File: config.mk
export PLATFORM = sky130hd
export DESIGN_NAME = hazard_ctrl
export DESIGN_NICKNAME = d
export VERILOG_FILES = /design/src/rtl/pipeline_pkg.sv /design/src/rtl/sat_counter.sv /design/src/rtl/hazard_ctrl.sv
export SDC_FILE = /design/constraint.sdc
export NUM_CORES = 1
export LEC_CHECK = 0
export ABC_AREA = 1
export ABC_CLOCK_PERIOD_IN_PS = 1500
export CAP_MARGIN = 20
export CORE_ASPECT_RATIO = 0.5
export CORE_MARGIN = 8
export CORE_UTILIZATION = 45
export CTS_BUF_LIST = sky130_fd_sc_hd__clkbuf_4 sky130_fd_sc_hd__clkbuf_8 sky130_fd_sc_hd__clkbuf_16
export DETAILED_ROUTE_END_ITERATION = 10
export PLACE_DENSITY = 0.74
export SETUP_SLACK_MARGIN = 0.15
export SLEW_MARGIN = 20
export SYNTH_ARGS = -nofsm -noshare
export SYNTH_HDL_FRONTEND = slang
export SYNTH_SLANG_ARGS = --single-unit
File: constraint.sdc
create_clock -name clk -period 1.5 [get_ports clk]
set_input_delay 0.225 -clock clk [delete_from_list [all_inputs] [get_ports clk]]
set_output_delay 0.225 -clock clk [all_outputs]
set_load 0.01 [all_outputs]
File: src/rtl/pipeline_pkg.sv
// Shared pipeline definitions: hazard-controller state encoding and register-index width.
package pipeline_pkg;

  localparam int REG_W = 5;

  typedef enum logic [1:0] {
    INIT     = 2'd0,
    RUN      = 2'd1,
    MEM_WAIT = 2'd2
  } state_t;

  // True when a source operand is read and names the register the load will write.
  function automatic logic src_hits(input logic             use_src,
                                    input logic [REG_W-1:0] src_reg,
                                    input logic [REG_W-1:0] dst_reg);
    return use_src & (src_reg == dst_reg);
  endfunction

endpackage

File: src/rtl/sat_counter.sv
// Saturating up-counter: advances on inc, sticks at all-ones instead of wrapping.
module sat_counter #(
  parameter int CNT_W = 32
) (
  input  logic             clk,
  input  logic             rst,
  input  logic             inc,
  output logic [CNT_W-1:0] count
);

  logic [CNT_W-1:0] count_r;
  logic             at_max_s;

  assign at_max_s = (count_r == {CNT_W{1'b1}});
  assign count    = count_r;

  // Count register, cleared asynchronously by the active-low reset.
  always_ff @(posedge clk or negedge rst) begin
    if (!rst) begin
      count_r <= {CNT_W{1'b0}};
    end else if (inc && !at_max_s) begin
      count_r <= count_r + {{(CNT_W-1){1'b0}}, 1'b1};
    end else begin
      count_r <= count_r;
    end
  end

endmodule

File: src/rtl/hazard_ctrl.sv
// Pipeline hazard controller: load-use bubbles, taken-branch squashes, memory-busy freeze,
// plus saturating stall and flush counters.
module hazard_ctrl
  import pipeline_pkg::*;
#(
  parameter int CNT_W = 32
) (
  input  logic             clk,
  input  logic             rst,
  input  logic [REG_W-1:0] id_readReg1,
  input  logic [REG_W-1:0] id_readReg2,
  input  logic             id_useRs1,
  input  logic             id_useRs2,
  input  logic             ex_memRead,
  input  logic [REG_W-1:0] ex_writeReg,
  input  logic             ex_branchTaken,
  input  logic             mem_busy,
  output logic             pc_write,
  output logic             ifid_write,
  output logic             ifid_flush,
  output logic             idex_write,
  output logic             idex_flush,
  output logic             exmem_write,
  output logic [CNT_W-1:0] stall_cnt,
  output logic [CNT_W-1:0] flush_cnt
);

  state_t state_r;
  state_t next_state_s;
  logic   load_use_s;
  logic   squash_s;

  // x0 is hardwired zero, so a load targeting it never creates a dependency.
  assign load_use_s = ex_memRead & (ex_writeReg != {REG_W{1'b0}}) &
                      (src_hits(id_useRs1, id_readReg1, ex_writeReg) |
                       src_hits(id_useRs2, id_readReg2, ex_writeReg));

  // State register; reset parks the controller in INIT.
  always_ff @(posedge clk or negedge rst) begin
    if (!rst) begin
      state_r <= INIT;
    end else begin
      state_r <= next_state_s;
    end
  end

  // Next state and buffer controls; MEM_WAIT behaves like RUN once memory releases.
  always_comb begin
    pc_write     = 1'b1;
    ifid_write   = 1'b1;
    idex_write   = 1'b1;
    exmem_write  = 1'b1;
    ifid_flush   = 1'b0;
    idex_flush   = 1'b0;
    squash_s     = 1'b0;
    next_state_s = state_r;
    case (state_r)
      INIT: begin
        pc_write     = 1'b0;
        ifid_flush   = 1'b1;
        idex_flush   = 1'b1;
        next_state_s = RUN;
      end
      RUN, MEM_WAIT: begin
        if (mem_busy) begin
          pc_write     = 1'b0;
          ifid_write   = 1'b0;
          idex_write   = 1'b0;
          exmem_write  = 1'b0;
          next_state_s = MEM_WAIT;
        end else if (ex_branchTaken) begin
          ifid_flush   = 1'b1;
          idex_flush   = 1'b1;
          squash_s     = 1'b1;
          next_state_s = RUN;
        end else if (load_use_s) begin
          pc_write     = 1'b0;
          ifid_write   = 1'b0;
          idex_flush   = 1'b1;
          next_state_s = RUN;
        end else begin
          next_state_s = RUN;
        end
      end
      default: begin
        pc_write     = 1'b0;
        ifid_flush   = 1'b1;
        idex_flush   = 1'b1;
        next_state_s = INIT;
      end
    endcase
  end

  sat_counter #(.CNT_W(CNT_W)) u_stall_cnt (
    .clk   (clk),
    .rst   (rst),
    .inc   (~pc_write),
    .count (stall_cnt)
  );

  sat_counter #(.CNT_W(CNT_W)) u_flush_cnt (
    .clk   (clk),
    .rst   (rst),
    .inc   (squash_s),
    .count (flush_cnt)
  );

endmodule

==> results.py <==
metrics = {
    "floorplanning": {
        "initial_core_util": 0.4564,
        "core.rowCount": 26,
        "floorplan.die.width_um": 158.8,
        "die_height_um": 87.40,
        "ioPinCount": 92,
        "fp.dieArea_um2": 13880,
        "core_area_um2": 10050,
    },
    "layout": {
        "fillers": 561,
        "layoutNonFillerInstCount": 1103,
        "most_common_cell_after_layout_fill_and_taps_aside": "sky130_fd_sc_hd__nand2_1",
        "diodes": 0,
        "final_cell_mix": "sky130_fd_sc_hd__nand2_1 (209), sky130_fd_sc_hd__buf_4 (141), sky130_fd_sc_hd__nand2_2 (56)",
        "layout.area.seq_um2": 1670,
        "area_used_by_multi_input_combinational_logic_um2": 3357,
        "post_route_cells_drive_above_1_share": 0.5005,
        "flow.area_growth_from_synthesis_pct": 81.46,
        "fin_area_um2": 8325,
        "num-nets-final": 984,
    },
    "synth": {
        "netlist_instances": 679,
        "postSynth.topFlopCell": "sky130_fd_sc_hd__dfrtp_1",
        "post_synth_num_cell_types": 30,
        "top_post_synthesis_cells_by_area": "sky130_fd_sc_hd__dfrtp_1 (36%), sky130_fd_sc_hd__nand2_1 (23%), sky130_fd_sc_hd__nand3_1 (6.0%)",
        "share_of_yosys_cell_area_claimed_by_the_top_area_cell_type": 0.3600,
        "synth_edf_count": 0,
        "syn-mean-instance-area_um2": 6.757,
        "synth-seq-area-share": 0.3600,
        "synth-warning-count": 0,
        "postSynthRegisterBits": 66,
        "synth.cell_area_um2": 4588,
        "ys_async_sr_fraction": 1.000,
        "syn-num-nets": 705,
        "netlist.top_cell.by_area": "sky130_fd_sc_hd__dfrtp_1",
    },
    "timing": {
        "slew_headroom": 0.7438,
        "postLayoutSetupSlackWorst_ps": -200.0,
        "fin_hold_ws_ps": 333.1,
        "tightest_slew_ps": 381.4,
        "drv_slew": 0,
        "final-hold-violation-count": 0,
        "finClkSkew_ps": 6.750,
        "final.setup.tns_ps": -9371,
        "timing.final.setup_violations": 69,
        "grt_setup_unrepaired": "true",
        "final_period_minus_worst_setup_slack_ps": 1700,
        "min_period_over_period": 1.133,
        "max_freq_ghz": 0.5882,
    },
    "power": {
        "vdd_ir_drop_max_mv": 0.8234,
        "total_leakage_power_nw": 4.295,
        "power_per_standard_cell_area_nw_per_um2": 1056,
    },
    "worst_setup_path": {
        "startpoint": "u_stall_cnt.count[15]",
        "worstPathRequired_ps": 1780,
        "timing.critical_path.arrival_ps": 1980,
        "path_delay_family": "simple AND/OR/NAND/NOR gates",
        "worst_path_largest_cell_delay_ps": 390,
        "worstSetupStartpointType": "flip-flop",
        "worst-path-max-fanout": 5,
        "worstSetupPathType": "flip-flop to flip-flop",
        "cp_slowest_cell": "sky130_fd_sc_hd__dfrtp_1",
        "critical_path_buf_inv_count": 4,
        "critPathCaptureType": "flip-flop",
        "reg2reg_from": "u_stall_cnt.count[15]",
        "crit_path_cells": "buf_6 -> nand4_1 -> nor2_1 -> buf_4 -> nand4_4 -> buf_12 -> nand2_8 -> buf_12 -> nand2_2 -> nand2_2",
    },
    "routing": {
        "drtPass1Iterations": 7,
        "post_drt_via_cell_ratio": 5.297,
        "drc_errors": 0,
        "final_antenna_net_count": 0,
        "routed_wire_length_per_instance_um": 16.95,
        "drt_first_iter_violations": 360,
        "vias": 5843,
        "routed_wire_length_mm": 18.70,
    },
    "clock_network": {
        "cts.reportedPaths.clkPinSlew_ps": 60,
        "clock_latency_ps": 340,
        "clock_tree.buffer_depth": 2,
        "cts_sinks": 66,
        "cts_htree_levels": 3,
        "tritoncts.num_buffers": 9,
        "clock_tree.root_cell": "sky130_fd_sc_hd__clkbuf_16",
        "tritoncts": "built",
    },
    "run_status": {
        "status": "finished with violations",
        "failed_checks": "setup timing",
    },
    "grt": {
        "first_global_vias": 5575,
        "pin_count_of_the_biggest_net_entering_global_routing": 34,
        "grt_overflow_total": 0,
        "grtUsageTotal": 0.2306,
        "grt_antenna_before_repair": 0,
        "first_pass_grt_wire_length_mm": 26.32,
    },
    "place": {
        "place.port_buffers": 91,
        "dp_cells": 1030,
        "globalplace.congestion": 0.9363,
        "place_area_um2": 6733,
        "post-dp-hpwl_mm": 10.96,
        "place_ws_ps": -695.8,
    },
    "worst_hold_path": {
        "min_path_type": "input pin to asynchronous set/reset pin",
    },
    "job": {
        "maxCapViolCount": 0,
    },
}
[path summary, 6_finish.rpt]
check,to,slack (ps),cells after the start
max in group asynchronous,u_stall_cnt.count[1],620,3
worst min register to register,u_flush_cnt.count[10],590,2
worst min-delay path,u_flush_cnt.count[24],330,2
worst max register to register,u_stall_cnt.count[5],-200,10
worst max-delay path,u_stall_cnt.count[5],-200,10
min in group clk,u_flush_cnt.count[10],590,2
[Yosys cell counts (6+ instances only)]
cell type	n
sky130_fd_sc_hd__buf_4	6
sky130_fd_sc_hd__dfrtp_1	66
sky130_fd_sc_hd__inv_1	67
sky130_fd_sc_hd__inv_2	8
sky130_fd_sc_hd__nand2_1	277
sky130_fd_sc_hd__nand3_1	55
sky130_fd_sc_hd__nand4_1	12
sky130_fd_sc_hd__nor2_1	70
sky130_fd_sc_hd__nor2_2	6
sky130_fd_sc_hd__nor3_1	20
sky130_fd_sc_hd__xnor2_1	17
sky130_fd_sc_hd__xor2_1	26
[sequential cells by signal, summed over array words and instances, names as in the netlist]
name               cells
u_stall_cnt.count     32
u_flush_cnt.count     32
state_r                2
[report_power, final]
part / internal, W / leakage [nW] / switching (W)
registers: 0.00200 / 0.881 / 0.000197
logic: 0.00217 / 3.25 / 0.00218
clock network: 0.00146 / 0.160 / 0.000788
[timing repair]
action	in CTS	in global routing
resized for setup	296	213
hold buffers	1	0
cloned	2	5
endpoints found under the setup margin	134	109
pin swaps	35	60
hold endpoints to repair	11	0
buffers inserted	30	19
[final cells by class]
type / instances / share of cell area
inverter: 77 / 0.03772
clock buffer: 14 / 0.03381
timing repair buffer: 281 / 0.2994
tap: 140 / 0.02104
sequential: 66 / 0.2006
multi-input combinational: 523 / 0.4032
clock inverter: 2 / 0.004208
[metrics by stage]
stage | power, W | util
2_1_floorplan | 0.003651 | -
3_3_place_gp | 0.004944 | 0.6698
3_5_place_dp | 0.005046 | 0.6698
4_1_cts | 0.007951 | 0.7554
5_1_grt | 0.009166 | 0.8282
6_report | 0.008793 | 0.8282
[kinds of logic (layout without fill, tap and decap cells)]
family | after synthesis | in the layout | synth area share
simple gates | 466 | 467 | 0.4472
buf+inv | 91 | 374 | 0.08917
flops | 66 | 66 | 0.3600
xor+xnor | 43 | 43 | 0.08208
compound gates | 9 | 9 | 0.01063
fa+ha+maj | 4 | 4 | 0.01091
[routing by layer]
| layer | track usage | up-vias | part of all wire |
|---|---|---|---|
| li1 | - | 2671 | - |
| met1 | 0.2471 | 2806 | 0.37 |
| met2 | 0.4376 | 270 | 0.52 |
| met3 | 0.05425 | 96 | 0.068 |
| met4 | 0.09262 | 0 | 0.041 |
| met5 | 0 | - | 0 |
No activity file was read; power rests on OpenSTA's default activity.
